--- src/rtl/uart_pkg.sv ---
// ----------------------------------------------------------------------------
// uart_pkg
// Shared definitions for the UART receive path.
//   uart_state_e        : receiver FSM states (IDLE, START, DATA, STOP)
//   DATA_BITS           : payload bits per frame (8N1)
//   SYNC_STAGES         : flop depth of the input synchronizer
//   half_period_reload(): counter reload that lands the first sample in the
//                         middle of the start bit
// ----------------------------------------------------------------------------
package uart_pkg;

    typedef enum logic [1:0] {
        IDLE  = 2'd0,
        START = 2'd1,
        DATA  = 2'd2,
        STOP  = 2'd3
    } uart_state_e;

    localparam int DATA_BITS   = 8;
    localparam int SYNC_STAGES = 2;

    // Counting down from this value to zero takes half a bit period, so the
    // start bit is re-checked at its midpoint. Every later bit is then one
    // full period further on and is also sampled at its midpoint.
    function automatic int half_period_reload(input int clks_per_bit);
        return (clks_per_bit / 2) - 1;
    endfunction

endpackage : uart_pkg

--- src/rtl/sync_2ff.sv ---
// ----------------------------------------------------------------------------
// sync_2ff
// Flop-chain synchronizer for asynchronous inputs (SYNC_STAGES deep, two by
// default). Each bit is synchronized independently, so only use it for
// single-bit or otherwise glitch-tolerant signals.
//   clk   : destination clock
//   rst_n : asynchronous active-low reset, loads RESET_VAL into every stage
//   i_d   : asynchronous input
//   o_q   : synchronized output
// ----------------------------------------------------------------------------
module sync_2ff
    import uart_pkg::*;
#(
    parameter int               WIDTH     = 1,
    parameter logic [WIDTH-1:0] RESET_VAL = '1
) (
    input  logic             clk,
    input  logic             rst_n,
    input  logic [WIDTH-1:0] i_d,
    output logic [WIDTH-1:0] o_q
);

    logic [WIDTH-1:0] r_stage [SYNC_STAGES];

    // Reset to the line's idle level so leaving reset never looks like an
    // edge on the synchronized signal.
    always_ff @(posedge clk or negedge rst_n) begin
        if (!rst_n) begin
            for (int i = 0; i < SYNC_STAGES; i++) begin
                r_stage[i] <= RESET_VAL;
            end
        end else begin
            // NOTE: non-blocking assignments make every stage take the value
            // its neighbour held before the edge, which is what builds a chain
            // of flops; blocking assignments would collapse it into one flop.
            r_stage[0] <= i_d;
            for (int i = 1; i < SYNC_STAGES; i++) begin
                r_stage[i] <= r_stage[i-1];
            end
        end
    end

    assign o_q = r_stage[SYNC_STAGES-1];

endmodule : sync_2ff

--- src/rtl/uart_rx_byte.sv ---
// ----------------------------------------------------------------------------
// uart_rx_byte
// 8N1 UART receiver. The serial line is synchronized, each bit is sampled at
// its midpoint, and completed bytes are presented on data_o together with a
// one-cycle valid_o strobe. A stop bit sampled low gives a one-cycle
// frame_err_o strobe instead. count_o counts good bytes and wraps at 256.
//   clk         : system clock
//   rst_n       : asynchronous active-low reset
//   ena         : block enable; low forces the receiver idle and discards any
//                 partial frame (data_o and count_o hold their values)
//   rx_i        : raw asynchronous serial line, idle high
//   data_o      : last correctly received byte, stable until the next one
//   valid_o     : one-cycle strobe, data_o updated this cycle
//   frame_err_o : one-cycle strobe, stop bit was sampled low
//   busy_o      : a frame is in progress (FSM not in IDLE)
//   count_o     : number of good bytes received, modulo 256
// Parameters:
//   CLKS_PER_BIT : clock cycles per serial bit, even, 4..4096
//   CNT_W        : bit-period counter width, 2**CNT_W > CLKS_PER_BIT
// ----------------------------------------------------------------------------
module uart_rx_byte
    import uart_pkg::*;
#(
    parameter int CLKS_PER_BIT = 16,
    parameter int CNT_W        = 12
) (
    input  logic       clk,
    input  logic       rst_n,
    input  logic       ena,
    input  logic       rx_i,
    output logic [7:0] data_o,
    output logic       valid_o,
    output logic       frame_err_o,
    output logic       busy_o,
    output logic [7:0] count_o
);

    localparam int IDX_W = $clog2(DATA_BITS);

    localparam logic [CNT_W-1:0] HALF_RELOAD = CNT_W'(half_period_reload(CLKS_PER_BIT));
    localparam logic [CNT_W-1:0] FULL_RELOAD = CNT_W'(CLKS_PER_BIT - 1);
    localparam logic [IDX_W-1:0] LAST_IDX    = IDX_W'(DATA_BITS - 1);

    // ------------------------------------------------------------------
    // Input synchronizer: every decision below uses w_rx_s only.
    // ------------------------------------------------------------------
    logic w_rx_s;

    sync_2ff #(
        .WIDTH     (1),
        .RESET_VAL (1'b1)
    ) u_rx_sync (
        .clk   (clk),
        .rst_n (rst_n),
        .i_d   (rx_i),
        .o_q   (w_rx_s)
    );

    // ------------------------------------------------------------------
    // Receiver state
    // ------------------------------------------------------------------
    uart_state_e          r_state;
    logic [CNT_W-1:0]     r_cnt;
    logic [IDX_W-1:0]     r_bit_idx;
    logic [DATA_BITS-1:0] r_shift;
    // Frame-end outcome, registered so the output stage updates on the edge
    // after the stop bit is sampled.
    logic                 r_good_pend;
    logic                 r_err_pend;

    uart_state_e          w_state_nxt;
    logic [CNT_W-1:0]     w_cnt_nxt;
    logic [IDX_W-1:0]     w_bit_idx_nxt;
    logic [DATA_BITS-1:0] w_shift_nxt;
    logic                 w_good;
    logic                 w_err;
    logic                 w_cnt_zero;

    assign w_cnt_zero = (r_cnt == '0);

    // ------------------------------------------------------------------
    // Next-state logic
    // ------------------------------------------------------------------
    always_comb begin
        // NOTE: every signal assigned in this block gets a default first, so
        // no path through the case statement leaves one unassigned and no
        // latch is inferred.
        w_state_nxt   = r_state;
        w_cnt_nxt     = r_cnt;
        w_bit_idx_nxt = r_bit_idx;
        w_shift_nxt   = r_shift;
        w_good        = 1'b0;
        w_err         = 1'b0;

        unique case (r_state)
            IDLE: begin
                // A low level is enough to start; the start bit is confirmed
                // half a period later, which rejects short glitches.
                if (!w_rx_s) begin
                    w_state_nxt = START;
                    w_cnt_nxt   = HALF_RELOAD;
                end
            end

            START: begin
                if (w_cnt_zero) begin
                    if (!w_rx_s) begin
                        w_state_nxt   = DATA;
                        w_bit_idx_nxt = '0;
                        w_cnt_nxt     = FULL_RELOAD;
                    end else begin
                        // False start: the line went high again before the
                        // middle of the start bit.
                        w_state_nxt = IDLE;
                    end
                end else begin
                    w_cnt_nxt = r_cnt - CNT_W'(1);
                end
            end

            DATA: begin
                if (w_cnt_zero) begin
                    // LSB arrives first, so shift in from the top; after eight
                    // samples bit 0 has reached the bottom.
                    w_shift_nxt = {w_rx_s, r_shift[DATA_BITS-1:1]};
                    w_cnt_nxt   = FULL_RELOAD;
                    if (r_bit_idx == LAST_IDX) begin
                        w_state_nxt = STOP;
                    end else begin
                        w_bit_idx_nxt = r_bit_idx + IDX_W'(1);
                    end
                end else begin
                    w_cnt_nxt = r_cnt - CNT_W'(1);
                end
            end

            STOP: begin
                if (w_cnt_zero) begin
                    // Back to IDLE at once: a start bit straight after the
                    // stop bit is accepted, and a line still low after a
                    // framing error is treated as a fresh start.
                    w_state_nxt = IDLE;
                    if (w_rx_s) begin
                        w_good = 1'b1;
                    end else begin
                        w_err = 1'b1;
                    end
                end else begin
                    w_cnt_nxt = r_cnt - CNT_W'(1);
                end
            end

            default: begin
                w_state_nxt = IDLE;
            end
        endcase

        // Disable wins over everything: drop the partial frame, clear the
        // counters and suppress any outcome.
        if (!ena) begin
            w_state_nxt   = IDLE;
            w_cnt_nxt     = '0;
            w_bit_idx_nxt = '0;
            w_good        = 1'b0;
            w_err         = 1'b0;
        end
    end

    // ------------------------------------------------------------------
    // State registers
    // ------------------------------------------------------------------
    always_ff @(posedge clk or negedge rst_n) begin
        if (!rst_n) begin
            r_state     <= IDLE;
            r_cnt       <= '0;
            r_bit_idx   <= '0;
            // NOTE: the shift register is pure datapath and could be left
            // unreset, but clearing it keeps a reset-mid-frame from leaving
            // stale bits visible anywhere; it costs one reset net on 8 flops.
            r_shift     <= '0;
            r_good_pend <= 1'b0;
            r_err_pend  <= 1'b0;
        end else begin
            r_state     <= w_state_nxt;
            r_cnt       <= w_cnt_nxt;
            r_bit_idx   <= w_bit_idx_nxt;
            r_shift     <= w_shift_nxt;
            r_good_pend <= w_good;
            r_err_pend  <= w_err;
        end
    end

    // ------------------------------------------------------------------
    // Output stage: byte register, strobes and good-byte counter
    // ------------------------------------------------------------------
    logic [7:0] r_data;
    logic       r_valid;
    logic       r_frame_err;
    logic [7:0] r_count;

    // The pending flags are mutually exclusive by construction, so valid_o
    // and frame_err_o can never be high together.
    always_ff @(posedge clk or negedge rst_n) begin
        if (!rst_n) begin
            r_data      <= 8'h00;
            r_valid     <= 1'b0;
            r_frame_err <= 1'b0;
            r_count     <= 8'h00;
        end else begin
            r_valid     <= r_good_pend & ena;
            r_frame_err <= r_err_pend & ena;
            if (r_good_pend && ena) begin
                r_data  <= r_shift;
                r_count <= r_count + 8'd1;
            end
        end
    end

    assign data_o      = r_data;
    assign valid_o     = r_valid;
    assign frame_err_o = r_frame_err;
    assign count_o     = r_count;
    assign busy_o      = (r_state != IDLE);

endmodule : uart_rx_byte

--- config.mk ---
export PLATFORM = sky130hd
export DESIGN_NAME = uart_rx_byte
export DESIGN_NICKNAME = d
export VERILOG_FILES = /design/src/rtl/uart_pkg.sv /design/src/rtl/sync_2ff.sv /design/src/rtl/uart_rx_byte.sv
export SDC_FILE = /design/constraint.sdc
export NUM_CORES = 1
export LEC_CHECK = 0
export CAP_MARGIN = 20
export CORE_AREA = 10 10 94 96
export CTS_CLUSTER_DIAMETER = 40
export DETAILED_ROUTE_END_ITERATION = 6
export DIE_AREA = 0 0 104 106
export DONT_BUFFER_PORTS = 1
export SETUP_SLACK_MARGIN = 0.05
export SYNTH_ARGS = -nofsm -noshare
export SYNTH_HDL_FRONTEND = slang
export SYNTH_SLANG_ARGS = --single-unit
--- constraint.sdc ---
create_clock -name clk -period 2.6 [get_ports clk]
set_input_delay 0.52 -clock clk [delete_from_list [all_inputs] [get_ports clk]]
set_output_delay 0.52 -clock clk [all_outputs]
set_load 0.01 [all_outputs]
After elaboration in Yosys (flattened, before gate mapping)
Index checks and enable logic that the tools add are counted.
{"block": "word_totals", "ff_bits": 47, "in_bits": 4, "wordCells": 68}
{"block": "op_classes", "n_addsub": 3, "eq_ne": 14, "mux": 29, "bitwise": 2, "n_reduce_logical": 8}
{"operator": "12-bit 2-to-1 mux", "count": 6}
{"operator": "12-bit case mux with 4 select lines", "count": 1}
{"operator": "3-bit inequality test (second input constant)", "count": 8}
{"operator": "3-bit 2-to-1 mux", "count": 5}
{"operator": "2-bit 2-to-1 mux", "count": 7}
{"operator": "12-bit zero test", "count": 1}
{"operator": "12-bit by 1-bit subtractor with 12-bit output (second input constant)", "count": 1}
{"operator": "5-bit AND reduction", "count": 2}
{"operator": "8-bit by 1-bit adder with 8-bit output (second input constant)", "count": 1}
{"operator": "1-bit 2-to-1 mux", "count": 8}
{"operator": "2-bit case mux with 4 select lines", "count": 1}
{"operator": "3-bit case mux with 2 select lines", "count": 1}
{"operator": "2-bit == test (second input constant)", "count": 2}
{"operator": "4-bit inequality test (second input constant)", "count": 1}
{"operator": "3-bit by 1-bit adder with 3-bit output (second input constant)", "count": 1}
{"operator": "3-bit == test (second input constant)", "count": 1}
{"operator": "3-bit by 1-bit inequality test with 1-bit output (second input constant)", "count": 1}
{"operator": "3-bit AND reduction", "count": 1}
{"operator": "1-bit AND", "count": 2}
{"operator": "2-bit by 1-bit == test with 1-bit output (second input constant)", "count": 1}
{"operator": "2-bit zero test", "count": 1}
{"operator": "2-bit AND reduction", "count": 1}
{"operator": "2-bit nonzero test", "count": 1}
{"operator": "1-bit logical AND", "count": 1}

Depth between registers and ports, before layout
Gate-level depths: netlist (run 1).
{"block": "logic_depth", "word_depth": 5, "ltp_mapped": 7, "depth_no_buf": 6}

Modules after synthesis
Synthesis (run 1) repeated with hierarchy kept, for this count alone.
{"block": "unflattened", "cells_unflattened": 239, "hier_area_um2": 2434.8}
{"mod": "uart_rx_byte", "n_inst": 1, "cells_each": 237, "area_each_um2": 2382.3, "seq_area_each_um2": 1126.1}
{"mod": "sync_2ff", "n_inst": 1, "cells_each": 2, "area_each_um2": 52.6, "seq_area_each_um2": 52.6}

Worst setup path before layout (run 1)
OpenSTA, ideal clock, no wires.
{"block": "synth_timing", "kind": "register to register", "from": "register r_cnt[6]", "to": "register r_bit_idx[0]", "setup_ps": 125, "t_arrival_ps": 1835, "t_required_ps": 2475, "slack_ps": 641, "path_stages_with_launch": 5, "n_path_buf": 0, "synth_period_minus_slack_ps": 1959, "cell_sequence": "dfrtp_1 -> nor4_2 -> nand3_2 -> o21ai_2 -> mux2_2"}
{"block": "synth_via", "elab_chain_cells": 3, "word_cells_on_any_way": 4, "classes_between": "eq/ne (2); reduce/logical (2)"}
{"item": "start, declared", "line_no": "uart_rx_byte.sv:63", "text": "logic [CNT_W-1:0] r_cnt;"}
{"item": "start signal, assigned", "line_no": "uart_rx_byte.sv:185", "text": "r_cnt <= w_cnt_nxt;"}
{"item": "12-bit zero test (*)", "line_no": "uart_rx_byte.sv:79", "text": "assign w_cnt_zero = (r_cnt == '0);"}
{"item": "3-bit inequality test (no line)"}
{"item": "5-bit AND reduction (no line) (*)"}
{"item": "end signal, assigned", "line_no": "uart_rx_byte.sv:186", "text": "r_bit_idx <= w_bit_idx_nxt;"}
{"item": "end, declared", "line_no": "uart_rx_byte.sv:64", "text": "logic [IDX_W-1:0] r_bit_idx;"}
Every way passes the cells marked *; elsewhere a longest branch is shown, timed or not.
A chain may end at the register's enable or synchronous reset.

Worst setup path in the final report (run 1)
{"block": "layout_timing", "from": "register r_cnt[0]", "to": "register r_cnt[4]"}
{"block": "layout_via", "elab_chain_cells": 4, "word_cells_on_any_way": 10, "classes_between": "add/sub (1); eq/ne (2); mux (5); reduce/logical (2)"}
{"item": "12-bit by 1-bit subtractor with 12-bit output or 12-bit zero test (tied branches)"}
{"item": "12-bit 2-to-1 mux, on equally long branches", "line_no": "uart_rx_byte.sv:138, uart_rx_byte.sv:106, uart_rx_byte.sv:122"}
{"item": "12-bit case mux with 4 select lines", "line_no": "uart_rx_byte.sv:95", "text": "unique case (r_state)"}
{"item": "12-bit 2-to-1 mux", "line_no": "uart_rx_byte.sv:160", "text": "if (!ena) begin"}
Parallel ways exist; a longest one is shown, timed or not. The select of a mux whose other input is x is not followed.

==> flow_summary.toml, run 1 <==
[timing]
fin_setup_tns_ns = 0
final-setup-viol-count = 0
worst_pin_slew_ns = 0.627
max_freq_mhz = 446
rsz0062_at_grt = "no"
fin_ws_ns = 0.357
report.final.slew_viol_count = 0
relSlewSlack = 0.581
whs_ns = 0.0460
fin_crit_ns = 2.24
finClkSkew_ns = 0.00443
period_share = 0.863
hold_viol = 0

[floorplanning]
die_w_um = 104
core-area_sq_mm = 0.00706
die_h_um = 106
dieArea_sq_mm = 0.0110
ioPinCount = 23
initial_core_util = 0.339
num_rows = 31

[clocking]
cts_resized = 0
numCtsBuffers = 5
path_clk_slew_ns = 0.09
clockBufferDepth = 2
clock_latency_ns = 0.31
clock_sinks = 47
ctsHtreeMaxLevel = 2
cts-root-buf = "clkbuf_8"
tritoncts = "yes"

[worst_setup_path]
crit_arrival_ns = 2.44
required_ns = 2.80
worst_path_max_delay_cell = "nor4b_4"
critical_path.cell_chain = "inv_1 > ha_1 > nor4b_2 > nor4b_4 > buf_4 > o211ai_1 > o311ai_0"
crit_family = "simple AND/OR/NAND/NOR gates"
critPathLaunchType = "flip-flop"
worst-path-buf-inv = 2
worstPathMaxFanout = 7
slowest_delay_ns = 0.53
critPathKind = "flip-flop to flip-flop"
setup.worst_path.start = "r_cnt[0]"
rr_startpoint = "r_cnt[0]"
cp-end-kind = "flip-flop"

[layout]
finalNetCount = 236
finalNonFillerCells = 322
drive_gt1_frac = 0.229
fill_cells = 733
area_growth_pct = 11.4
multiInputGateArea_sq_mm = 0.00113
layout_common_cells = "45 x dfrtp_1, 19 x mux2_2, 13 x nand2_1"
regArea_sq_mm = 0.00118
final_common_cell = "dfrtp_1"
antennaDiodeCount = 0

[route]
ant_nets = 0
num_vias = 1716
first_pass_iters = 4
via_per_inst = 5.33
first_iter_violations = 120
drc = 0
wirelength_mm = 5.05
wl_per_cell_um = 15.7

[placed_design]
globalplace.congestion = 0.829
hpwl_mm = 3.45
place_inst = 313
dp_worst_setup_slack_ns = 0.381
port_buffers = 0

[synthesis]
ys_seq_elements = 47
synth_edf_count = 0
syn-cell-area_sq_mm = 0.00239
synthCells = 213
ys_types = 49
yosys_warnings = 0
async_reset_ff_frac = 1.00
synth_fp_nets = 227
syn_area_per_cell_sq_um = 11.2
ys_seq_area_frac = 0.492
ys_dominant_reg_cell = "dfrtp_1"

[power]
power_mw = 1.98
p_leak_nw = 1.20
p_per_area_mw_per_mm2 = 741
ir_drop_mv = 0.217

[grt]
antenna_found_initial = 0
grt_util_met1 = 0.121
grt.met2_usage = 0.147
grt_max_degree = 46
grt_pass1_vias = 1709
grt_busiest_layer = "met2"
track_usage = 0.0948
grt_pass1_wl_mm = 8.70
grt.overflow.total = 0
grt_util_met3 = 0.0296

[job]
max_cap_viol_count = 0

[hold_path]
hold_path_class = "input port to async pin"

[status]
status = "complete, no violations"
==> cell type report <==
class,instances,share of cell area
flip-flops and latches,47,0.442
multi-input cells,146,0.422
well taps,99,0.0464
repair buffers,10,0.0356
clock buffers,6,0.0309
inverters,12,0.0169
clock inverters,2,0.00609
==> per-layer routing <==
metal  vias to the layer above  routed length [um]
met1                       857                2310
li1                        817                   -
met2                        34                2370
met5                         -                   0
met3                         8                 294
met4                         0                  74
==> cell families (layout without fill, tap and decap cells) <==
| family | Yosys count | count (layout) | share of synthesized area |
|---|---|---|---|
| xor+xnor | 7 | 7 | 0.0256 |
| flops | 47 | 47 | 0.492 |
| simple gates | 71 | 71 | 0.179 |
| compound gates | 38 | 38 | 0.121 |
| fa+ha+maj | 10 | 10 | 0.0522 |
| buf+inv | 20 | 30 | 0.0371 |
| mux | 20 | 20 | 0.0935 |
==> state kept, by name, summed over array words and instances, names as in the netlist <==
register / count
u_rx_sync.o_q: 1
r_err_pend: 1
count_o: 8
frame_err_o: 1
r_shift: 8
data_o: 8
r_bit_idx: 3
r_state: 2
r_cnt: 12
u_rx_sync.r_stage: 1
r_good_pend: 1
valid_o: 1
==> worst paths after layout <==
check	cells after the start	slack, ns	to
max in group asynchronous	1	2.35	r_cnt[1]
min in group clk	0	0.20	u_rx_sync.r_stage[1]
max	7	0.36	r_cnt[4]
max reg2reg	7	0.36	r_cnt[4]
min	1	0.05	count_o[5]
min reg2reg	0	0.36	u_rx_sync.o_q
==> synth_stat cells, types with 2 or more instances <==
library cell / count / area [sq um]
dfstp_2: 2 / 52.6
nand3_1: 12 / 60.1
buf_2: 2 / 10.0
nor2_1: 7 / 26.3
o2111ai_1: 6 / 52.6
nor4_1: 4 / 25.0
and3_1: 3 / 18.8
ha_1: 10 / 125
or4_1: 2 / 15.0
nor3_1: 7 / 35.0
inv_1: 11 / 41.3
o221a_1: 2 / 22.5
a21oi_1: 7 / 35.0
nand4_1: 8 / 50.1
xnor2_1: 6 / 52.6
o311ai_0: 2 / 17.5
o21ai_0: 3 / 15.0
mux2_2: 19 / 214
o211ai_1: 10 / 75.1
or3_1: 3 / 18.8
nand2_1: 13 / 48.8
dfrtp_1: 45 / 1130
clkbuf_1: 3 / 11.3
==> where the power goes <==
group	internal (mW)	total [mW]	leakage, nW	switching, mW
sequential	0.773	0.832	0.644	0.0584
combinational	0.266	0.669	0.510	0.404
clock	0.217	0.476	0.0474	0.259
total	1.26	1.98	1.20	0.721
==> per-stage QoR <==
step | cell area [sq um] | util
2_1_floorplan | 2390 | -
3_3_place_gp | 2540 | 0.360
3_5_place_dp | 2540 | 0.360
4_1_cts | 2670 | 0.378
5_1_grt | 2670 | 0.378
6_report | 2670 | 0.378
==> timing repair <==
item	CTS	global route
hold endpoints to repair	45	0
buffers inserted	0	0
hold buffers	1	0
endpoints found under the setup margin	0	0
Note: power is estimated with default switching activity, not from simulation.
==> inputs of run 2 (changes only) <==
- CTS_CLUSTER_DIAMETER: 40 -> 100
- GPL_TIMING_DRIVEN: default -> 0
- HOLD_SLACK_MARGIN: default -> 0.06
==> flow_summary.toml, run 2 (synthesized netlist as in run 1, its figures left out) <==
[status]
status = "complete, no violations"

[route]
num_vias = 1710
wirelength_mm = 5.05
first_iter_violations = 134
drc = 0
ant_nets = 0
wl_per_cell_um = 15.7
via_per_inst = 5.31
first_pass_iters = 4

[worst_setup_path]
ff2ff_path_depth = 6
critPathLaunchType = "flip-flop"
critPathKind = "flip-flop to flip-flop"
slowest_delay_ns = 0.51
worst_path_max_delay_cell = "nor4b_2"
crit_arrival_ns = 2.51
required_ns = 2.78
rr_endpoint = "r_bit_idx[0]"
cp-end-kind = "flip-flop"
worstPathMaxFanout = 10
critical_path.cell_chain = "inv_1 > ha_1 > nor4b_2 > nand3_2 > o21ai_2 > mux2_2"
rr_startpoint = "r_cnt[0]"
r2r_slack_ns = 0.26

[floorplanning]
die_h_um = 106
initial_core_util = 0.339
num_rows = 31
die_w_um = 104
ioPinCount = 23
core-area_sq_mm = 0.00706
dieArea_sq_mm = 0.0110

[power]
p_sw_mw = 0.705
clock_power_share = 0.219
p_leak_nw = 1.19
ir_drop_mv = 0.233
switching_share = 0.372
seq_power_share = 0.439
combPwrFrac = 0.342
p_per_area_mw_per_mm2 = 714
p_int_mw = 1.19

[timing]
period_share = 0.899
report.final.slew_viol_count = 0
max_freq_mhz = 428
final-setup-viol-count = 0
relSlewSlack = 0.401
hold_viol = 0
fin_crit_ns = 2.34
rsz0062_at_grt = "no"
fin_setup_tns_ns = 0
finClkSkew_ns = 0.0158
worst_pin_slew_ns = 0.890

[grt]
grt_pass1_wl_mm = 8.63
antenna_found_initial = 0
grt_max_degree = 46
grt_pass1_vias = 1720
track_usage = 0.0930
grt.overflow.total = 0

[layout]
regMostFlops = "r_cnt"
layout_common_cells = "45 x dfrtp_1, 19 x mux2_2, 13 x nand2_1"
final_common_cell = "dfrtp_1"
finalNetCount = 237
largest_register_ffs = 12
drive_gt1_frac = 0.211
antennaDiodeCount = 0
area_growth_pct = 11.0
finalNonFillerCells = 322

[clocking]
clock_latency_ns = 0.30
numCtsBuffers = 5
cts-root-buf = "clkbuf_8"
tritoncts = "yes"
ctsHtreeMaxLevel = 2
path_clk_slew_ns = 0.07
clock_sinks = 47
clockBufferDepth = 2
post_cts_buffers = 0

[hold_path]
hold_depth = 0
holdCritStartpoint = "rx_i"
hold_end = "u_rx_sync.r_stage[1]"
hold_path_class = "input port to flip-flop"

[placed_design]
globalplace.congestion = 0.808
place_inst = 313
port_buffers = 0
hpwl_mm = 3.46

[job]
max_cap_viol_count = 0
-- run 2: final cells by class --
class | instances | area (sq um)
fill | 717 | 4400
sequential | 47 | 1180
multi-input combinational | 146 | 1140
tap | 99 | 124
clock buffer | 5 | 68.8
inverter | 12 | 45.0
buffer | 8 | 43.8
timing repair buffer | 3 | 42.5
clock inverter | 2 | 13.8
-- run 2: repair_timing --
item | CTS | global route
endpoints found under the setup margin | 1 | 3
hold buffers | 2 | 0
hold endpoints to repair | 45 | 0
resized for setup | 1 | 1
-- run 2: worst max-delay path by stage --
stage | from | end
2_1_floorplan | r_cnt[6] | r_bit_idx[0]
3_3_place_gp | r_state[0] | r_cnt[4]
3_5_place_dp | r_state[0] | r_cnt[4]
4_1_cts | r_cnt[6] | r_bit_idx[0]
5_1_grt | r_state[0] | r_cnt[5]
6_report | r_cnt[0] | r_bit_idx[0]
-- run 2: metal layers --
metal	wire length [um]	part of all wire	up-vias	track usage
met4	33	0.0065	0	0.0338
li1	-	-	812	-
met3	392	0.078	4	0.0362
met1	2360	0.47	843	0.116
met5	0	0	-	0
met2	2270	0.45	51	0.143
-- run 2: worst max-delay path, delay by kind of cell (launching register included) --
family / cells / cell delay, ns
AO/OA/AOI/OAI: 1 / 0.30
flip-flops: 1 / 0.44
adder cells (fa/ha/maj): 1 / 0.15
AND/OR/NAND/NOR: 2 / 0.88
buffers and inverters: 1 / 0.10
multiplexers: 1 / 0.35
-- run 2: power by group through the flow --
stage	logic [mW]	clock network [mW]	registers [mW]
2_1_floorplan	0.484	0	0.830
3_3_place_gp	0.611	0	0.844
3_5_place_dp	0.610	0	0.845
4_1_cts	0.640	0.438	0.830
5_1_grt	0.713	0.467	0.840
6_report	0.649	0.416	0.832
-- run 2: per-stage QoR --
step           power, mW  area [sq um]  setup slack [ns]  hold WS, ns  utilization
2_1_floorplan       1.31          2390             0.641        0.224            -
3_3_place_gp        1.46          2520             0.108        0.226        0.357
3_5_place_dp        1.45          2520             0.101        0.226        0.357
4_1_cts             1.91          2650             0.196        0.212        0.375
5_1_grt             2.02          2660             0.129        0.203        0.376
6_report            1.90          2660             0.263        0.225        0.376
==> inputs of run 3 (changes only) <==
- CTS_BUF_LIST: default -> sky130_fd_sc_hd__clkbuf_8
==> results of run 3 <==
No change in the layout: final DEF, timing and power equal those of run 2.
